**config.mk**
```make
export PLATFORM = sky130hd
export DESIGN_NAME = core_lsu
export DESIGN_NICKNAME = d
export VERILOG_FILES = /design/src/rtl/core_lsu.sv
export SDC_FILE = /design/constraint.sdc
export NUM_CORES = 1
export LEC_CHECK = 0
export ABC_AREA = 1
export CAP_MARGIN = 20
export CORE_MARGIN = 5
export CORE_UTILIZATION = 40
export DETAILED_ROUTE_END_ITERATION = 10
export PLACE_DENSITY = 0.84
export SETUP_SLACK_MARGIN = 0.02
export SYNTH_ARGS = -nofsm -noshare
export SYNTH_HDL_FRONTEND = slang
export SYNTH_SLANG_ARGS = --single-unit
```
**constraint.sdc**
```tcl
create_clock -name i_Clk -period 2.2 [get_ports i_Clk]
set_input_delay 0.44 -clock i_Clk [delete_from_list [all_inputs] [get_ports i_Clk]]
set_output_delay 0.44 -clock i_Clk [all_outputs]
set_load 0.05 [all_outputs]
```
**src/rtl/core_lsu.sv**
```systemverilog
// Load/store unit: turns one EX-stage memory op into a single data-bus transaction and aligns load data for writeback.
// Optional feature: define KAYRV32_MISALIGN_TRAP_EN to trap misaligned halfword/word accesses instead of forcing alignment.
module core_lsu (
    input  logic        i_Clk,
    input  logic        i_Rst,
    input  logic        i_Valid,
    input  logic        i_Load,
    input  logic        i_Store,
    input  logic [2:0]  i_Funct3,
    input  logic [31:0] i_Addr,
    input  logic [31:0] i_StoreData,
    input  logic [31:0] i_AluData,
    input  logic [4:0]  i_RdAddr,
    input  logic        i_WriteEn,
    input  logic        i_FlushEn,
    output logic [31:0] o_dMem_Addr,
    output logic [31:0] o_dMem_DataWrite,
    output logic [3:0]  o_dMem_ByteEn,
    output logic        o_dMem_ReadEn,
    output logic        o_dMem_WriteEn,
    input  logic [31:0] i_dMem_DataRead,
    input  logic        i_dMem_Ready,
    output logic        o_WbEn,
    output logic [4:0]  o_WbAddr,
    output logic [31:0] o_WbData,
    output logic        o_StallEn,
    output logic        o_Exception,
    output logic [1:0]  o_ExcCause,
    output logic [31:0] o_ExcAddr
);

    typedef enum logic {IDLE, BUSY} state_t;

    localparam logic [1:0] CAUSE_LOAD_MISALIGN  = 2'b01;
    localparam logic [1:0] CAUSE_STORE_MISALIGN = 2'b10;
    localparam logic [1:0] CAUSE_ILLEGAL        = 2'b11;

    state_t      state;

    logic [2:0]  pend_f3;
    logic [1:0]  pend_off;
    logic [4:0]  pend_rd;
    logic        pend_wb;

    logic        is_mem;
    logic        illegal_op;
    logic        misaligned;
    logic        exc_raise;
    logic [1:0]  exc_cause;
    logic [1:0]  lane_off;
    logic [3:0]  byte_en;
    logic [31:0] store_word;

    // Pick the addressed byte or halfword out of a bus word and extend it to 32 bits.
    function automatic logic [31:0] load_extract(input logic [31:0] word,
                                                 input logic [1:0]  off,
                                                 input logic [2:0]  f3);
        logic [7:0]  b;
        logic [15:0] h;
        case (off)
            2'd0:    b = word[7:0];
            2'd1:    b = word[15:8];
            2'd2:    b = word[23:16];
            default: b = word[31:24];
        endcase
        h = off[1] ? word[31:16] : word[15:0];
        case (f3)
            3'b000:  return {{24{b[7]}}, b};
            3'b001:  return {{16{h[15]}}, h};
            3'b100:  return {24'h0, b};
            3'b101:  return {16'h0, h};
            default: return word;
        endcase
    endfunction

    always_comb begin
        is_mem     = i_Load | i_Store;
        illegal_op = (i_Load & i_Store)
                   | (i_Load  & ((i_Funct3 == 3'b011) | (i_Funct3[2:1] == 2'b11)))
                   | (i_Store & (i_Funct3[2] | (i_Funct3[1:0] == 2'b11)));

`ifdef KAYRV32_MISALIGN_TRAP_EN
        misaligned = ((i_Funct3[1:0] == 2'b01) & i_Addr[0])
                   | ((i_Funct3[1:0] == 2'b10) & (i_Addr[1:0] != 2'b00));
`else
        misaligned = 1'b0;
`endif

        exc_raise = illegal_op | misaligned;
        if (illegal_op)
            exc_cause = CAUSE_ILLEGAL;
        else if (i_Load)
            exc_cause = CAUSE_LOAD_MISALIGN;
        else
            exc_cause = CAUSE_STORE_MISALIGN;

        // Without the trap, misaligned low bits are simply dropped to the access size.
        case (i_Funct3[1:0])
            2'b00:   lane_off = i_Addr[1:0];
            2'b01:   lane_off = {i_Addr[1], 1'b0};
            default: lane_off = 2'b00;
        endcase

        case (i_Funct3[1:0])
            2'b00:   byte_en = 4'b0001 << lane_off;
            2'b01:   byte_en = lane_off[1] ? 4'b1100 : 4'b0011;
            2'b10:   byte_en = 4'b1111;
            default: byte_en = 4'b0000;
        endcase

        case (i_Funct3[1:0])
            2'b00:   store_word = {4{i_StoreData[7:0]}};
            2'b01:   store_word = {2{i_StoreData[15:0]}};
            default: store_word = i_StoreData;
        endcase
    end

    assign o_StallEn = (state == BUSY);

    always_ff @(posedge i_Clk) begin
        if (i_Rst) begin
            state            <= IDLE;
            o_dMem_Addr      <= 32'h0;
            o_dMem_DataWrite <= 32'h0;
            o_dMem_ByteEn    <= 4'h0;
            o_dMem_ReadEn    <= 1'b0;
            o_dMem_WriteEn   <= 1'b0;
            o_WbEn           <= 1'b0;
            o_WbAddr         <= 5'h0;
            o_WbData         <= 32'h0;
            o_Exception      <= 1'b0;
            o_ExcCause       <= 2'b00;
            o_ExcAddr        <= 32'h0;
            pend_f3          <= 3'b000;
            pend_off         <= 2'b00;
            pend_rd          <= 5'h0;
            pend_wb          <= 1'b0;
        end else begin
            o_WbEn      <= 1'b0;
            o_Exception <= 1'b0;
            case (state)
                IDLE: begin
                    if (i_Valid && !i_FlushEn) begin
                        if (is_mem && exc_raise) begin
                            o_Exception <= 1'b1;
                            o_ExcCause  <= exc_cause;
                            o_ExcAddr   <= i_Addr;
                        end else if (is_mem) begin
                            state            <= BUSY;
                            o_dMem_Addr      <= {i_Addr[31:2], 2'b00};
                            o_dMem_DataWrite <= i_Store ? store_word : 32'h0;
                            o_dMem_ByteEn    <= byte_en;
                            o_dMem_ReadEn    <= i_Load;
                            o_dMem_WriteEn   <= i_Store;
                            pend_f3          <= i_Funct3;
                            pend_off         <= lane_off;
                            pend_rd          <= i_RdAddr;
                            pend_wb          <= i_Load && (i_RdAddr != 5'd0);
                        end else begin
                            o_WbEn   <= i_WriteEn && (i_RdAddr != 5'd0);
                            o_WbAddr <= i_RdAddr;
                            o_WbData <= i_AluData;
                        end
                    end
                end
                BUSY: begin
                    // A flush cannot cancel the bus cycle already issued, only its writeback.
                    if (i_FlushEn)
                        pend_wb <= 1'b0;
                    if (i_dMem_Ready) begin
                        state          <= IDLE;
                        o_dMem_ReadEn  <= 1'b0;
                        o_dMem_WriteEn <= 1'b0;
                        o_WbEn         <= pend_wb && !i_FlushEn;
                        if (o_dMem_ReadEn) begin
                            o_WbAddr <= pend_rd;
                            o_WbData <= load_extract(i_dMem_DataRead, pend_off, pend_f3);
                        end
                    end
                end
                default: state <= IDLE;
            endcase
        end
    end

endmodule

```
Word-level counts from Yosys, hierarchy flattened
Index checks and enable logic that the tools add are counted.
Cells by class
  equality and inequality tests: 17
  shift-type cells: 1
  muxes and demuxes: 47
  bitwise logic cells: 11
  reduce and logical (&&, ||, !) cells: 16
Operators with widths (count)
  2-to-1 mux 32 bit: 6
  case mux 32 bit (2 select lines): 2
  case mux 32 bit (4 select lines): 1
  2-to-1 mux 5 bit: 5
  case mux 8 bit (3 select lines): 1
  2-to-1 mux 1 bit: 20
  2-to-1 mux 16 bit: 1
  != test 2 bit, second input constant: 7
  case mux 4 bit (3 select lines): 1
  AND reduction 4 bit: 3
  case mux 1 bit (2 select lines): 5
  case mux 5 bit (2 select lines): 1
  == test 2 bit, second input constant: 4
  == test 3 bit, second input constant: 2
  logical AND 1 bit: 5
  bitwise OR 1 bit: 5
  AND reduction 5 bit: 1
  nonzero test 5 bit: 1
  == test 2 x 1 -> 1 bit, second input constant: 2
  zero test 2 bit: 2
  2-to-1 mux 2 bit: 2
  2-to-1 mux 4 bit: 1
  case mux 2 bit (2 select lines): 1
  left shift 1 x 2 -> 4 bit, first input constant: 1
  other kinds (8): 12
Word-level totals
  flip-flop bits (word level): 153
  input bits: 144
  output and inout bits: 144
  logic and storage cells: 108

Longest topological paths before layout
  depth in word-level cells: 9
  depth in mapped cells: 10
  mapped depth without buffers: 9

Least setup slack after synthesis
OpenSTA, ideal clock, no wires.
  kind: reg-to-reg
  from: register state, in the netlist o_StallEn
  to: register o_WbAddr[0]
  setup time: 0.116 ns
  arrival time: 1.608 ns
  required time: 2.084 ns
  slack: 0.476 ns
  cell stages (with the launch flop): 7
  buffers on the path: 1
  clock period less this slack: 1.724 ns
  cell sequence: dfxtp_1 clkinv_1 nand2_1 nand2_4 buf_2 o21ai_0 nor2_1
Between the ends
  cells in the longest elaborated chain, start to end: 3
RTL lines
  from (decl): line 38  | state_t state;
  from (signal assigned): line 122  | state <= IDLE;
  from (signal assigned): line 149  | state <= BUSY;
  from (signal assigned): line 171  | state <= IDLE;
  inverter 1 bit (no line)
  != test 2 bit (no line)
  AND reduction 5 bit (no line)
  to (signal assigned): line 161  | o_WbAddr <= i_RdAddr;
  to (signal assigned): line 176  | o_WbAddr <= pend_rd;
  to (decl): line 24  | output logic [4:0] o_WbAddr,
Several ways; a longest one is shown, not always the timed one.
A chain may end at the register's enable or synchronous reset.

Worst setup path in the final report
  from: register o_WbAddr[2]
  to: output o_WbAddr[2]
No word-level cell between the ends.

==> results_dict.tcl <==
set metrics [dict create \
    design_area_sq_um 10800 \
    clock_sinks 153 \
    fin_util_pct 62.7 \
    start_kind "flip-flop" \
    n_antenna_cell 0 \
    syn_area_sq_um 6980 \
    slowest_stage "clkdlybuf4s50_1" \
    synth_seq_cells 153 \
    grt.total_usage_pct 23.8 \
    drv_slew 0 \
    layout.nets 1463 \
    gr-total-overflow 0 \
    synth_warnings 0 \
    hold_class "flip-flop to flip-flop" \
    cp-end-kind "primary output" \
    start_util_pct 40.6 \
    post_drt_wl_per_cell_um 15.9 \
    grt_max_degree 68 \
    finalHoldViolCount 0 \
    worstSetupPathType "flip-flop to primary output" \
    drt_wl_total_mm 24.7 \
    status "finished clean" \
    regToRegEndpoint "o_WbData[6]" \
    p_leak_nw 4.37 \
    ys_seq_area_share_pct 43.9 \
    via_per_inst 5.06 \
    min_period_over_period_pct 95.0 \
    reg2reg_from "pend_f3[0]" \
    placed_cells 1525 \
    grt_pass1_wl_mm 38.7 \
    worst_pin_slew_ns 0.726 \
    min_period_ns 2.09 \
    path_cells "clkdlybuf4s50_1" \
    synthTopCellsByArea "dfxtp_1 (44%), nand2_1 (15%), a21oi_1 (9.9%), nor2_1 (7.8%), o21ai_0 (6.0%)" \
    avgSynthCellArea_sq_um 6.66 \
    peakVddDrop_mv 0.492 \
    arrival_ns 1.65 \
    crit_fanout 2 \
    cts_hold_buf 0 \
    place.gp.congestion 0.892 \
    pin_count 288 \
    drtIter0Drc 546 \
    fin_tns_setup_ns 0 \
    layout_commonest_cell "nand2_1" \
    post-dp-hpwl_mm 18.3 \
    fillCellCount 1532 \
    drive_gt1_share_pct 7.51 \
    setup_violations 0 \
    place_area_sq_um 10200 \
    num_vias 7879 \
    root_buffer "clkbuf_16" \
    place_ws_ns 0.0175 \
    cpLargestDelayFamily "buffers and inverters" \
    fp.coreArea_sq_um 17200 \
    worstHoldEndpoint "o_dMem_DataWrite[17]" \
    instances_no_fill 1557 \
    rr_worst_depth 10 \
    cts_buffers 17 \
    cts_max_level 4 \
    cp.required_ns 1.76 \
    die_y_um 142 \
    num_rows 48 \
    worst_slack_ns 0.109 \
    yosysUniqueCellTypes 25 \
    worstSkewPairLatency_ns 0.42 \
    final_cell_mix "nand2_1 (287), clkdlybuf4s50_1 (281), dfxtp_1 (153), nor2_1 (145), a21oi_1 (138)" \
    fmax_mhz 478 \
    die_w_um 142 \
    power_density_nw_per_um2 688 \
    post_cts_buffers 0 \
    worstHoldStart "o_dMem_DataWrite[17]" \
    antenna_found_initial 0 \
    die_area_sq_um 20200 \
    synth_cells 1047 \
    synth_largest_area_cell "dfxtp_1" \
    yosysTopAreaCellShare_pct 43.9 \
    cp.buffers_inverters 1 \
    grt_pass1_vias 7559 \
    drt_drc_violations_left 0 \
    grt_setup_unrepaired "no" \
    dr.pass1.iters 6 \
    worst-path-stages 1 \
    syn_to_final_growth_pct 54.5 \
    ant_nets 0 \
    max_stage_delay_ns 0.87 \
    max_slew_margin_pct 51.6 \
    cts_resized 0 \
    clockBufferDepth 2 \
    portBuffers 285 \
    fin_skew_ns 0.00638 \
    cts_tree "done" \
    clk_pin_slew_worst_paths_ns 0.06 \
    rrSetupSlack_ns 0.42 \
    drv_cap 0 \
    holdPathStages 2 \
]
[stage by stage]
step / power (mW) / hold WS (ns)
after global placement: 4.46 / 0.450
final: 7.42 / 0.462
after floorplan: 3.81 / 0.440
after global routing: 7.71 / 0.472
after CTS: 7.47 / 0.463
after detailed placement: 4.48 / 0.453
[power by group]
group	switching [mW]	internal (mW)	total, mW
Clock	1.25	1.74	2.99
Combinational	0.874	0.609	1.48
Sequential	0.0618	2.88	2.94
Total	2.19	5.23	7.42
[per-layer routing]
metal  part of all wire [%]  vias up  track usage (%)
li1                       -     3902                -
met1                     38     3548             28.6
met2                     46      379             38.4
met3                     12       50             9.17
met4                    3.2        0             9.55
met5                      0        -                0
[area by class of cell]
type | instances | area (sq um) | area share (%)
multi-input combinational | 756 | 3320 | 30.8
timing repair buffer | 321 | 3250 | 30.1
sequential | 153 | 3060 | 28.4
clock buffer | 19 | 443 | 4.11
tap | 225 | 282 | 2.61
inverter | 70 | 263 | 2.44
clock inverter | 13 | 160 | 1.49
[cells by family (layout without fill, tap and decap cells)]
kind of cell,after synthesis,after routing,share of synthesized area [%]
and+or+nand+nor,517,517,30.1
buffers and inverters,139,423,8.59
AOI/OAI and AO/OA,237,237,17.3
DFF,153,153,43.9
other,1,2,0.0538
[Yosys cell counts]
master and count:
a21oi_1 138, buf_6 2, o21ai_0 84, nand2_1 287, o21a_1 1, nor3_1 3
nand2_4 1, nor2_1 145, or2_2 18, nand3b_1 8, nand4_1 3, o21ai_1 5
buf_4 9, clkinv_1 3, inv_1 60, o21ai_4 1, nand3_1 51, conb_1 1
inv_2 7, o22ai_1 8, clkbuf_1 32, buf_2 23, dfxtp_1 153, buf_1 3
nand2_2 1
[worst max path at each step]
stage / startpoint / to / slack (ns)
finish: o_WbAddr[2] / o_WbAddr[2] / 0.11
global route: o_WbAddr[2] / o_WbAddr[2] / 0.07
CTS: o_WbAddr[2] / o_WbAddr[2] / 0.09
detailed placement: i_Store / o_dMem_Addr[6] / 0.02
global placement: i_Store / o_dMem_ByteEn[2] / 0.07
floorplan: o_StallEn / o_WbAddr[0] / 0.48
[registers in the layout (all words and copies together), names as in the netlist]
register          cells
o_ExcAddr            32
o_ExcCause            2
o_Exception           1
o_StallEn             1
o_WbAddr              5
o_WbData             32
o_WbEn                1
o_dMem_Addr          30
o_dMem_ByteEn         4
o_dMem_DataWrite     32
o_dMem_ReadEn         1
o_dMem_WriteEn        1
pend_f3               3
pend_off              2
pend_rd               5
pend_wb               1
(Power assumes the default switching activity.)
